==> config.mk <==
export PLATFORM = sky130hd
export DESIGN_NAME = axi_lite_gpio_sub_flat
export DESIGN_NICKNAME = d
export VERILOG_FILES = /design/src/rtl/axi_lite_gpio_sub_pkg.sv /design/src/rtl/axi_lite_gpio_sub_if.sv /design/src/rtl/axi_lite_gpio_sub_sync_edge.sv /design/src/rtl/axi_lite_gpio_sub.sv /design/src/flat_wrapper.sv
export SDC_FILE = /design/constraint.sdc
export NUM_CORES = 1
export LEC_CHECK = 0
export BUFFER_PORTS_ARGS = -buffer_cell sky130_fd_sc_hd__buf_2
export CORE_AREA = 2 2 117 119
export CTS_BUF_LIST = sky130_fd_sc_hd__clkbuf_4
export DETAILED_ROUTE_END_ITERATION = 10
export DIE_AREA = 0 0 119 121
export PLACE_DENSITY = 0.48
export SKIP_LAST_GASP = 1
export SYNTH_ARGS = -nofsm -noshare
export SYNTH_HDL_FRONTEND = slang
export SYNTH_SLANG_ARGS = --single-unit
export TNS_END_PERCENT = 10
==> constraint.sdc <==
create_clock -name aclk -period 2.05 [get_ports aclk]
set_input_delay 0 -clock aclk [delete_from_list [all_inputs] [get_ports aclk]]
set_output_delay 0 -clock aclk [all_outputs]
set_load 0.01 [all_outputs]
==> src/rtl/axi_lite_gpio_sub_pkg.sv <==
// Shared types, register map and decode helpers for the AXI-Lite GPIO subordinate.
package axi_lite_gpio_pkg;

    typedef enum logic [1:0] {
        OKAY   = 2'b00,
        SLVERR = 2'b10
    } resp_t;

    typedef enum logic {
        W_IDLE = 1'b0,
        W_RESP = 1'b1
    } wr_state_t;

    typedef enum logic {
        R_IDLE = 1'b0,
        R_DATA = 1'b1
    } rd_state_t;

    // Byte offsets of the register map (only addr[7:0] is decoded)
    localparam logic [7:0] OFF_LED      = 8'h00;
    localparam logic [7:0] OFF_SW       = 8'h04;
    localparam logic [7:0] OFF_BTN      = 8'h08;
    localparam logic [7:0] OFF_BTN_EDGE = 8'h0C;
    localparam logic [7:0] OFF_IRQ_EN   = 8'h10;

    // Word indices (addr[7:2]) used by the decoders
    localparam logic [5:0] IDX_LED      = OFF_LED[7:2];
    localparam logic [5:0] IDX_SW       = OFF_SW[7:2];
    localparam logic [5:0] IDX_BTN      = OFF_BTN[7:2];
    localparam logic [5:0] IDX_BTN_EDGE = OFF_BTN_EDGE[7:2];
    localparam logic [5:0] IDX_IRQ_EN   = OFF_IRQ_EN[7:2];

    // Expand the 4 byte strobes into a 32-bit bit mask
    function automatic logic [31:0] strb_mask(input logic [3:0] strb);
        logic [31:0] mask;
        mask = 32'h0000_0000;
        for (int b = 0; b < 4; b++) begin
            mask[8*b +: 8] = {8{strb[b]}};
        end
        return mask;
    endfunction

    // Response for an access to a word index; IRQ_EN only exists when the IRQ block is built
    function automatic resp_t decode_resp(input logic [5:0] idx, input logic irq_present);
        resp_t resp;
        case (idx)
            IDX_LED, IDX_SW, IDX_BTN, IDX_BTN_EDGE: resp = OKAY;
            IDX_IRQ_EN: resp = irq_present ? OKAY : SLVERR;
            default:    resp = SLVERR;
        endcase
        return resp;
    endfunction

endpackage

==> src/rtl/axi_lite_gpio_sub_if.sv <==
// AXI-Lite bus bundle (AW/W/B/AR/R) with manager and subordinate views.
interface axi_lite_gpio_sub_if #(
    parameter int ID_WIDTH   = 1,
    parameter int ADDR_WIDTH = 32,
    parameter int DATA_WIDTH = 32
);
    logic                    awvalid;
    logic                    awready;
    logic [ID_WIDTH-1:0]     awid;
    logic [ADDR_WIDTH-1:0]   awaddr;
    logic [2:0]              awprot;
    logic                    wvalid;
    logic                    wready;
    logic [DATA_WIDTH-1:0]   wdata;
    logic [DATA_WIDTH/8-1:0] wstrb;
    logic                    bvalid;
    logic                    bready;
    logic [ID_WIDTH-1:0]     bid;
    logic [1:0]              bresp;
    logic                    arvalid;
    logic                    arready;
    logic [ID_WIDTH-1:0]     arid;
    logic [ADDR_WIDTH-1:0]   araddr;
    logic [2:0]              arprot;
    logic                    rvalid;
    logic                    rready;
    logic [ID_WIDTH-1:0]     rid;
    logic [DATA_WIDTH-1:0]   rdata;
    logic [1:0]              rresp;

    modport master (
        output awvalid, awid, awaddr, awprot, wvalid, wdata, wstrb, bready,
               arvalid, arid, araddr, arprot, rready,
        input  awready, wready, bvalid, bid, bresp, arready, rvalid, rid, rdata, rresp
    );

    modport slave (
        input  awvalid, awid, awaddr, awprot, wvalid, wdata, wstrb, bready,
               arvalid, arid, araddr, arprot, rready,
        output awready, wready, bvalid, bid, bresp, arready, rvalid, rid, rdata, rresp
    );
endinterface

==> src/rtl/axi_lite_gpio_sub_sync_edge.sv <==
// Two-flop synchroniser for asynchronous board inputs with rising-edge detect.
module gpio_sync_edge #(
    parameter int WIDTH = 5
) (
    input  logic             clk,
    input  logic             rst,
    input  logic [WIDTH-1:0] async_in,
    output logic [WIDTH-1:0] sync_out,
    output logic [WIDTH-1:0] rise
);
    logic [WIDTH-1:0] meta_r;
    logic [WIDTH-1:0] sync_r;
    logic [WIDTH-1:0] prev_r;

    // Metastability chain plus a one-cycle-delayed copy for edge detection
    always_ff @(posedge clk) begin
        if (rst) begin
            meta_r <= '0;
            sync_r <= '0;
            prev_r <= '0;
        end else begin
            meta_r <= async_in;
            sync_r <= meta_r;
            prev_r <= sync_r;
        end
    end

    assign sync_out = sync_r;
    assign rise     = sync_r & ~prev_r;
endmodule

==> src/rtl/axi_lite_gpio_sub.sv <==
// AXI-Lite subordinate exposing LEDs, switches, buttons and sticky button edges.
// Optional interrupt block (IRQ_EN register and irq_o) is built when GPIO_IRQ_EN is defined.
module axi_lite_gpio_sub
    import axi_lite_gpio_pkg::*;
#(
    parameter int ID_WIDTH   = 1,
    parameter int ADDR_WIDTH = 32,
    parameter int DATA_WIDTH = 32,
    parameter int LED_WIDTH  = 8,
    parameter int SW_WIDTH   = 8,
    parameter int BTN_WIDTH  = 5
) (
    input  logic                 aclk,
    input  logic                 areset,
    axi_lite_gpio_sub_if.slave   s_axi,
    output logic [LED_WIDTH-1:0] led_o,
    input  logic [SW_WIDTH-1:0]  sw_i,
    input  logic [BTN_WIDTH-1:0] btn_i
`ifdef GPIO_IRQ_EN
    ,
    output logic                 irq_o
`endif
);
    if (DATA_WIDTH != 32) begin : g_data_width_check
        $error("axi_lite_gpio_sub: DATA_WIDTH must be 32");
    end

`ifdef GPIO_IRQ_EN
    localparam logic IRQ_PRESENT = 1'b1;
    logic [BTN_WIDTH-1:0] irq_en_r;
    logic                 irq_r;
    logic [31:0]          irq_en_merge_s;
`else
    localparam logic IRQ_PRESENT = 1'b0;
`endif

    // Write channel state
    wr_state_t            wr_state_r;
    logic                 aw_held_r, w_held_r, awready_r, wready_r, bvalid_r;
    logic [5:0]           aw_idx_r;
    logic [ID_WIDTH-1:0]  aw_id_r, bid_r;
    logic [31:0]          w_data_r;
    logic [3:0]           w_strb_r;
    resp_t                bresp_r;
    // Read channel state
    rd_state_t            rd_state_r;
    logic                 arready_r, rvalid_r;
    logic [ID_WIDTH-1:0]  rid_r;
    logic [31:0]          rdata_r;
    resp_t                rresp_r;
    // GPIO registers
    logic [LED_WIDTH-1:0] led_r;
    logic [BTN_WIDTH-1:0] edge_r;
    logic [SW_WIDTH-1:0]  sw_sync_s, sw_rise_unused_s;
    logic [BTN_WIDTH-1:0] btn_sync_s, btn_rise_s;
    // Combinational decode
    logic                 aw_hs_s, w_hs_s, commit_s, ar_hs_s;
    logic [5:0]           cur_idx_s;
    logic [ID_WIDTH-1:0]  cur_id_s;
    logic [31:0]          cur_data_s, wmask_s, wbits_s, led_merge_s, rd_val_s;
    logic [3:0]           cur_strb_s;
    logic [BTN_WIDTH-1:0] w1c_s;
    resp_t                wr_resp_s, rd_resp_s;
    logic                 unused_s;

    gpio_sync_edge #(.WIDTH(SW_WIDTH)) u_sw_sync (
        .clk(aclk), .rst(areset), .async_in(sw_i), .sync_out(sw_sync_s), .rise(sw_rise_unused_s)
    );

    gpio_sync_edge #(.WIDTH(BTN_WIDTH)) u_btn_sync (
        .clk(aclk), .rst(areset), .async_in(btn_i), .sync_out(btn_sync_s), .rise(btn_rise_s)
    );

    // Write decode: merge a beat arriving this cycle with any beat already held
    always_comb begin
        aw_hs_s = 1'b0;
        w_hs_s  = 1'b0;
        if (wr_state_r == W_IDLE) begin
            aw_hs_s = s_axi.awvalid & awready_r;
            w_hs_s  = s_axi.wvalid & wready_r;
        end else begin
            aw_hs_s = 1'b0;
            w_hs_s  = 1'b0;
        end
        cur_idx_s   = aw_hs_s ? s_axi.awaddr[7:2] : aw_idx_r;
        cur_id_s    = aw_hs_s ? s_axi.awid : aw_id_r;
        cur_data_s  = w_hs_s ? s_axi.wdata : w_data_r;
        cur_strb_s  = w_hs_s ? s_axi.wstrb : w_strb_r;
        commit_s    = (wr_state_r == W_IDLE) && (aw_held_r || aw_hs_s) && (w_held_r || w_hs_s);
        wmask_s     = strb_mask(cur_strb_s);
        wbits_s     = cur_data_s & wmask_s;
        wr_resp_s   = decode_resp(cur_idx_s, IRQ_PRESENT);
        led_merge_s = (32'(led_r) & ~wmask_s) | wbits_s;
        if (commit_s && (cur_idx_s == IDX_BTN_EDGE)) begin
            w1c_s = wbits_s[BTN_WIDTH-1:0];
        end else begin
            w1c_s = '0;
        end
    end

    // Write FSM: collect AW and W independently, then hold the response until bready
    always_ff @(posedge aclk) begin
        if (areset) begin
            wr_state_r <= W_IDLE;
            aw_held_r  <= 1'b0;
            w_held_r   <= 1'b0;
            aw_idx_r   <= 6'd0;
            aw_id_r    <= '0;
            w_data_r   <= 32'h0;
            w_strb_r   <= 4'h0;
            awready_r  <= 1'b1;
            wready_r   <= 1'b1;
            bvalid_r   <= 1'b0;
            bid_r      <= '0;
            bresp_r    <= OKAY;
        end else begin
            case (wr_state_r)
                W_IDLE: begin
                    if (commit_s) begin
                        wr_state_r <= W_RESP;
                        aw_held_r  <= 1'b0;
                        w_held_r   <= 1'b0;
                        awready_r  <= 1'b0;
                        wready_r   <= 1'b0;
                        bvalid_r   <= 1'b1;
                        bid_r      <= cur_id_s;
                        bresp_r    <= wr_resp_s;
                    end else begin
                        if (aw_hs_s) begin
                            aw_held_r <= 1'b1;
                            aw_idx_r  <= s_axi.awaddr[7:2];
                            aw_id_r   <= s_axi.awid;
                            awready_r <= 1'b0;
                        end
                        if (w_hs_s) begin
                            w_held_r <= 1'b1;
                            w_data_r <= s_axi.wdata;
                            w_strb_r <= s_axi.wstrb;
                            wready_r <= 1'b0;
                        end
                    end
                end
                W_RESP: begin
                    if (s_axi.bready) begin
                        wr_state_r <= W_IDLE;
                        bvalid_r   <= 1'b0;
                        awready_r  <= 1'b1;
                        wready_r   <= 1'b1;
                    end
                end
                default: begin
                    wr_state_r <= W_IDLE;
                    bvalid_r   <= 1'b0;
                    awready_r  <= 1'b1;
                    wready_r   <= 1'b1;
                end
            endcase
        end
    end

    // LED storage and sticky edge capture; a new rising edge beats a same-cycle clear
    always_ff @(posedge aclk) begin
        if (areset) begin
            led_r  <= '0;
            edge_r <= '0;
        end else begin
            if (commit_s && (cur_idx_s == IDX_LED)) begin
                led_r <= led_merge_s[LED_WIDTH-1:0];
            end
            edge_r <= (edge_r & ~w1c_s) | btn_rise_s;
        end
    end

`ifdef GPIO_IRQ_EN
    assign irq_en_merge_s = (32'(irq_en_r) & ~wmask_s) | wbits_s;

    // Interrupt enable register and registered interrupt request
    always_ff @(posedge aclk) begin
        if (areset) begin
            irq_en_r <= '0;
            irq_r    <= 1'b0;
        end else begin
            if (commit_s && (cur_idx_s == IDX_IRQ_EN)) begin
                irq_en_r <= irq_en_merge_s[BTN_WIDTH-1:0];
            end
            irq_r <= |(edge_r & irq_en_r);
        end
    end

    assign irq_o = irq_r;
`endif

    // Read decode: data and response for the address presented on AR
    always_comb begin
        rd_val_s = 32'h0;
        case (s_axi.araddr[7:2])
            IDX_LED:      rd_val_s = 32'(led_r);
            IDX_SW:       rd_val_s = 32'(sw_sync_s);
            IDX_BTN:      rd_val_s = 32'(btn_sync_s);
            IDX_BTN_EDGE: rd_val_s = 32'(edge_r);
`ifdef GPIO_IRQ_EN
            IDX_IRQ_EN:   rd_val_s = 32'(irq_en_r);
`endif
            default:      rd_val_s = 32'h0;
        endcase
        ar_hs_s   = (rd_state_r == R_IDLE) & s_axi.arvalid & arready_r;
        rd_resp_s = decode_resp(s_axi.araddr[7:2], IRQ_PRESENT);
    end

    // Read FSM: capture data at the AR handshake and hold it until rready
    always_ff @(posedge aclk) begin
        if (areset) begin
            rd_state_r <= R_IDLE;
            arready_r  <= 1'b1;
            rvalid_r   <= 1'b0;
            rid_r      <= '0;
            rdata_r    <= 32'h0;
            rresp_r    <= OKAY;
        end else begin
            case (rd_state_r)
                R_IDLE: begin
                    if (ar_hs_s) begin
                        rd_state_r <= R_DATA;
                        arready_r  <= 1'b0;
                        rvalid_r   <= 1'b1;
                        rid_r      <= s_axi.arid;
                        rdata_r    <= rd_val_s;
                        rresp_r    <= rd_resp_s;
                    end
                end
                R_DATA: begin
                    if (s_axi.rready) begin
                        rd_state_r <= R_IDLE;
                        arready_r  <= 1'b1;
                        rvalid_r   <= 1'b0;
                    end
                end
                default: begin
                    rd_state_r <= R_IDLE;
                    arready_r  <= 1'b1;
                    rvalid_r   <= 1'b0;
                end
            endcase
        end
    end

    assign s_axi.awready = awready_r;
    assign s_axi.wready  = wready_r;
    assign s_axi.bvalid  = bvalid_r;
    assign s_axi.bid     = bid_r;
    assign s_axi.bresp   = bresp_r;
    assign s_axi.arready = arready_r;
    assign s_axi.rvalid  = rvalid_r;
    assign s_axi.rid     = rid_r;
    assign s_axi.rdata   = rdata_r;
    assign s_axi.rresp   = rresp_r;
    assign led_o         = led_r;

    // Protection bits, undecoded address bits and switch edges have no function here
    assign unused_s = ^{s_axi.awprot, s_axi.arprot, s_axi.awaddr, s_axi.araddr, sw_rise_unused_s};
endmodule

==> src/flat_wrapper.sv <==
// flat-port wrapper written by rule: the top's interface ports become plain ports
module axi_lite_gpio_sub_flat import axi_lite_gpio_pkg::*;
#(
    parameter int ID_WIDTH   = 1,
    parameter int ADDR_WIDTH = 32,
    parameter int DATA_WIDTH = 32,
    parameter int LED_WIDTH  = 8,
    parameter int SW_WIDTH   = 8,
    parameter int BTN_WIDTH  = 5
)
  (aclk, areset, led_o, sw_i, btn_i, s_axi_awvalid, s_axi_awid, s_axi_awaddr, s_axi_awprot, s_axi_wvalid, s_axi_wdata, s_axi_wstrb, s_axi_bready, s_axi_arvalid, s_axi_arid, s_axi_araddr, s_axi_arprot, s_axi_rready, s_axi_awready, s_axi_wready, s_axi_bvalid, s_axi_bid, s_axi_bresp, s_axi_arready, s_axi_rvalid, s_axi_rid, s_axi_rdata, s_axi_rresp);
  axi_lite_gpio_sub_if #(.ID_WIDTH(ID_WIDTH), .ADDR_WIDTH(ADDR_WIDTH), .DATA_WIDTH(DATA_WIDTH)) s_axi_i ();
  input  logic aclk;
  input  logic areset;
  output logic [LED_WIDTH-1:0] led_o;
  input  logic [SW_WIDTH-1:0] sw_i;
  input  logic [BTN_WIDTH-1:0] btn_i;
  input wire logic [$bits(s_axi_i.awvalid)-1:0] s_axi_awvalid;
  input wire logic [$bits(s_axi_i.awid)-1:0] s_axi_awid;
  input wire logic [$bits(s_axi_i.awaddr)-1:0] s_axi_awaddr;
  input wire logic [$bits(s_axi_i.awprot)-1:0] s_axi_awprot;
  input wire logic [$bits(s_axi_i.wvalid)-1:0] s_axi_wvalid;
  input wire logic [$bits(s_axi_i.wdata)-1:0] s_axi_wdata;
  input wire logic [$bits(s_axi_i.wstrb)-1:0] s_axi_wstrb;
  input wire logic [$bits(s_axi_i.bready)-1:0] s_axi_bready;
  input wire logic [$bits(s_axi_i.arvalid)-1:0] s_axi_arvalid;
  input wire logic [$bits(s_axi_i.arid)-1:0] s_axi_arid;
  input wire logic [$bits(s_axi_i.araddr)-1:0] s_axi_araddr;
  input wire logic [$bits(s_axi_i.arprot)-1:0] s_axi_arprot;
  input wire logic [$bits(s_axi_i.rready)-1:0] s_axi_rready;
  output wire logic [$bits(s_axi_i.awready)-1:0] s_axi_awready;
  output wire logic [$bits(s_axi_i.wready)-1:0] s_axi_wready;
  output wire logic [$bits(s_axi_i.bvalid)-1:0] s_axi_bvalid;
  output wire logic [$bits(s_axi_i.bid)-1:0] s_axi_bid;
  output wire logic [$bits(s_axi_i.bresp)-1:0] s_axi_bresp;
  output wire logic [$bits(s_axi_i.arready)-1:0] s_axi_arready;
  output wire logic [$bits(s_axi_i.rvalid)-1:0] s_axi_rvalid;
  output wire logic [$bits(s_axi_i.rid)-1:0] s_axi_rid;
  output wire logic [$bits(s_axi_i.rdata)-1:0] s_axi_rdata;
  output wire logic [$bits(s_axi_i.rresp)-1:0] s_axi_rresp;
  assign s_axi_i.awvalid = s_axi_awvalid;
  assign s_axi_i.awid = s_axi_awid;
  assign s_axi_i.awaddr = s_axi_awaddr;
  assign s_axi_i.awprot = s_axi_awprot;
  assign s_axi_i.wvalid = s_axi_wvalid;
  assign s_axi_i.wdata = s_axi_wdata;
  assign s_axi_i.wstrb = s_axi_wstrb;
  assign s_axi_i.bready = s_axi_bready;
  assign s_axi_i.arvalid = s_axi_arvalid;
  assign s_axi_i.arid = s_axi_arid;
  assign s_axi_i.araddr = s_axi_araddr;
  assign s_axi_i.arprot = s_axi_arprot;
  assign s_axi_i.rready = s_axi_rready;
  assign s_axi_awready = s_axi_i.awready;
  assign s_axi_wready = s_axi_i.wready;
  assign s_axi_bvalid = s_axi_i.bvalid;
  assign s_axi_bid = s_axi_i.bid;
  assign s_axi_bresp = s_axi_i.bresp;
  assign s_axi_arready = s_axi_i.arready;
  assign s_axi_rvalid = s_axi_i.rvalid;
  assign s_axi_rid = s_axi_i.rid;
  assign s_axi_rdata = s_axi_i.rdata;
  assign s_axi_rresp = s_axi_i.rresp;
  axi_lite_gpio_sub #(.ID_WIDTH(ID_WIDTH), .ADDR_WIDTH(ADDR_WIDTH), .DATA_WIDTH(DATA_WIDTH), .LED_WIDTH(LED_WIDTH), .SW_WIDTH(SW_WIDTH), .BTN_WIDTH(BTN_WIDTH)) u_core (.aclk(aclk), .areset(areset), .s_axi(s_axi_i), .led_o(led_o), .sw_i(sw_i), .btn_i(btn_i));
endmodule
==> metrics.cfg <==
[global_routing]
track_usage_pct=11.0
grt_pass1_vias=2506
grt_max_degree=42
antenna_found_initial=0
grt_pass1_wl_um=12100
grt_overflow=0

[route]
dr.first_iter.drc_count=127
drc=0
viasPerCell=4.12
dr.pass1.iters=4
num_vias=2604
drt-total-wl_um=7490
wl_per_cell_um=11.8
antenna_left=0

[timing]
holdWs_ps=27.0
relSlewSlack_pct=66.3
period_needed_ps=1980
tns_ps=0
slew_violations=0
grt_setup_unrepaired=no
worstMarginPinSlew_ps=503
fmax_ghz=0.504
hold_viol=0
finalSetupViolCount=0
fin_crit_sh_pct=96.7
skew_ps=20.0

[floorplanning]
fp-row-count=42
pin_count=179
start_util_pct=25.7
die_y_um=121
core_area_um2=13100
dieArea_um2=14400
die_w_um=119

[logic_synthesis]
yosysSeqAreaShare_pct=48.2
synthArstFlopShare_pct=0
ys.flop_type=dfxtp_1
ys_types=38
synth_area_um2=3370
synth_edf_count=0
synth.top_cell.area_share_pct=48.2
yosysTopAreaCell=dfxtp_1
synth_area_per_cell_um2=9.99
synth-seq-cells=81
syn-instance-count=337
yosys-top-cells-area=dfxtp_1 48%, nor2b_1 8.7%, mux2i_1 6.5%
yosys_warnings=0

[critical_path]
critical_path.slowest_cell=or4_4
critical_path_required_ps=2380
cp_num_buf_inv=0
path_delay_family=simple AND/OR/NAND/NOR gates
path_max_fanout=8
crit_chain=nand3b_4 > a211o_1 > or4_4 > mux2_4
crit_path_end_kind=flip-flop
crit_arrival_ps=2310
path_class=flip-flop to flip-flop
r2r_slack_ps=70
start_kind=flip-flop
max_stage_delay_ps=610

[layout]
area_growth_pct=30.2
regArea_um2=1620
antenna_cells=0
multi_input_comb_area_um2=1550
drive_above_1_share_pct=26.3
nNetsFinal=579
filler_cell_count=1338
final_cell_mix=81 x dfxtp_1, 67 x buf_2, 47 x nor2b_1
fin_cells=632
final_common_cell=dfxtp_1

[placed_design]
hpwl_um=5400
gp_congestion=0.676
dpl.cell_count=580
io_buffer_count=67

[clock_network]
clock_sinks=81
post_cts_resized=0
clkTransAtPathRegs_ps=140
root_buffer=clkbuf_4
cts.htree.levels=3
cts_tree=yes
clockBufferDepth=2
clk_latency_ps=440
numCtsBuffers=9
cts_setup_buffers=0

[power_and_ir_drop]
irDropWorstVdd_uv=366
power.leakage_nw=1.86
p_per_area_nw_per_um2=740

[job]
max_cap_viol_count=0

[run_status]
status=finished clean

[min_path]
hp-class=input pin to flip-flop

sequential cells by signal, indices dropped and copies added, names as in the netlist, 5 cells and up, named ones only:
register                    flops
u_core.aw_idx_r                 6
u_core.edge_r                   5
u_core.s_axi.rdata              8
u_core.u_btn_sync.meta_r        5
u_core.u_btn_sync.prev_r        5
u_core.u_btn_sync.sync_out      5
u_core.u_sw_sync.meta_r         8
u_core.u_sw_sync.sync_out       8
u_core.w_data_r                 8
repair_timing:
item	4_1_cts	5_1_grt
endpoints found under the setup margin	0	0
hold buffers	35	1
hold endpoints to repair	51	1
worst paths after layout:
check / start / to / cells after the start
min reg2reg: u_core.u_btn_sync.meta_r[3] / u_core.u_btn_sync.sync_out[3] / 1
max: u_core.wr_state_r / flip-flop / 4
max reg2reg: u_core.wr_state_r / flip-flop / 4
min: s_axi_wdata[4] / u_core.edge_r[4] / 4
cell type report:
class,instances,share of cell area [%]
flip-flops and latches,81,37.0
multi-input cells,231,35.4
repair buffers,121,19.2
well taps,176,5.02
clock buffers,9,1.54
clock inverters,7,1.20
inverters,7,0.599
power by group:
group,leakage [nW],switching (mW),internal (mW)
Combinational,1.14,0.333,0.320
Sequential,0.665,0.0607,1.69
Clock,0.0570,0.588,0.257
per-stage QoR:
stage	utilization [%]	setup slack [ps]	instance area [um2]	power, mW
finish	33.5	67.5	4380	3.24
global route	33.5	8.76	4380	3.45
CTS	33.4	67.8	4370	3.31
detailed placement	29.8	89.2	3900	2.39
global placement	29.8	81.4	3900	2.38
floorplan	-	162	3460	2.20
worst min-delay path, cell delays in order:
cell and delay [ps]:
buf_2 90, mux2i_1 110, a22oi_1 180, nand2_1 70
synth_stat cells (all sizes together), types with 4 or more instances:
library cell and n:
a21oi 19, a22oi 10, buf 32, clkbuf 11, dfxtp 81, inv 7, mux2 9, mux2i 23
mux4 5, nand2 18, nand3b 4, nor2 29, nor2b 47, nor4 7, o21ai 6, o41ai 5
or3 6
routing by layer:
metal | wire (um) | GRT usage, % | up-vias | share of wire [%]
met5 | 0 | 0 | - | 0
met4 | 105 | 3.79 | 0 | 1.4
met3 | 381 | 3.76 | 12 | 5.1
met2 | 3570 | 18.5 | 73 | 48
met1 | 3430 | 13.0 | 1183 | 46
li1 | - | - | 1336 | -
logic make-up after synthesis:
| group | synth area share [%] |
|---|---|
| AND/OR/NAND/NOR | 20.5 |
| flip-flops | 48.2 |
| buffers and inverters | 8.51 |
| AO/OA/AOI/OAI | 9.07 |
| multiplexers | 13.6 |
| other | 0.111 |
(Power assumes the default switching activity.)
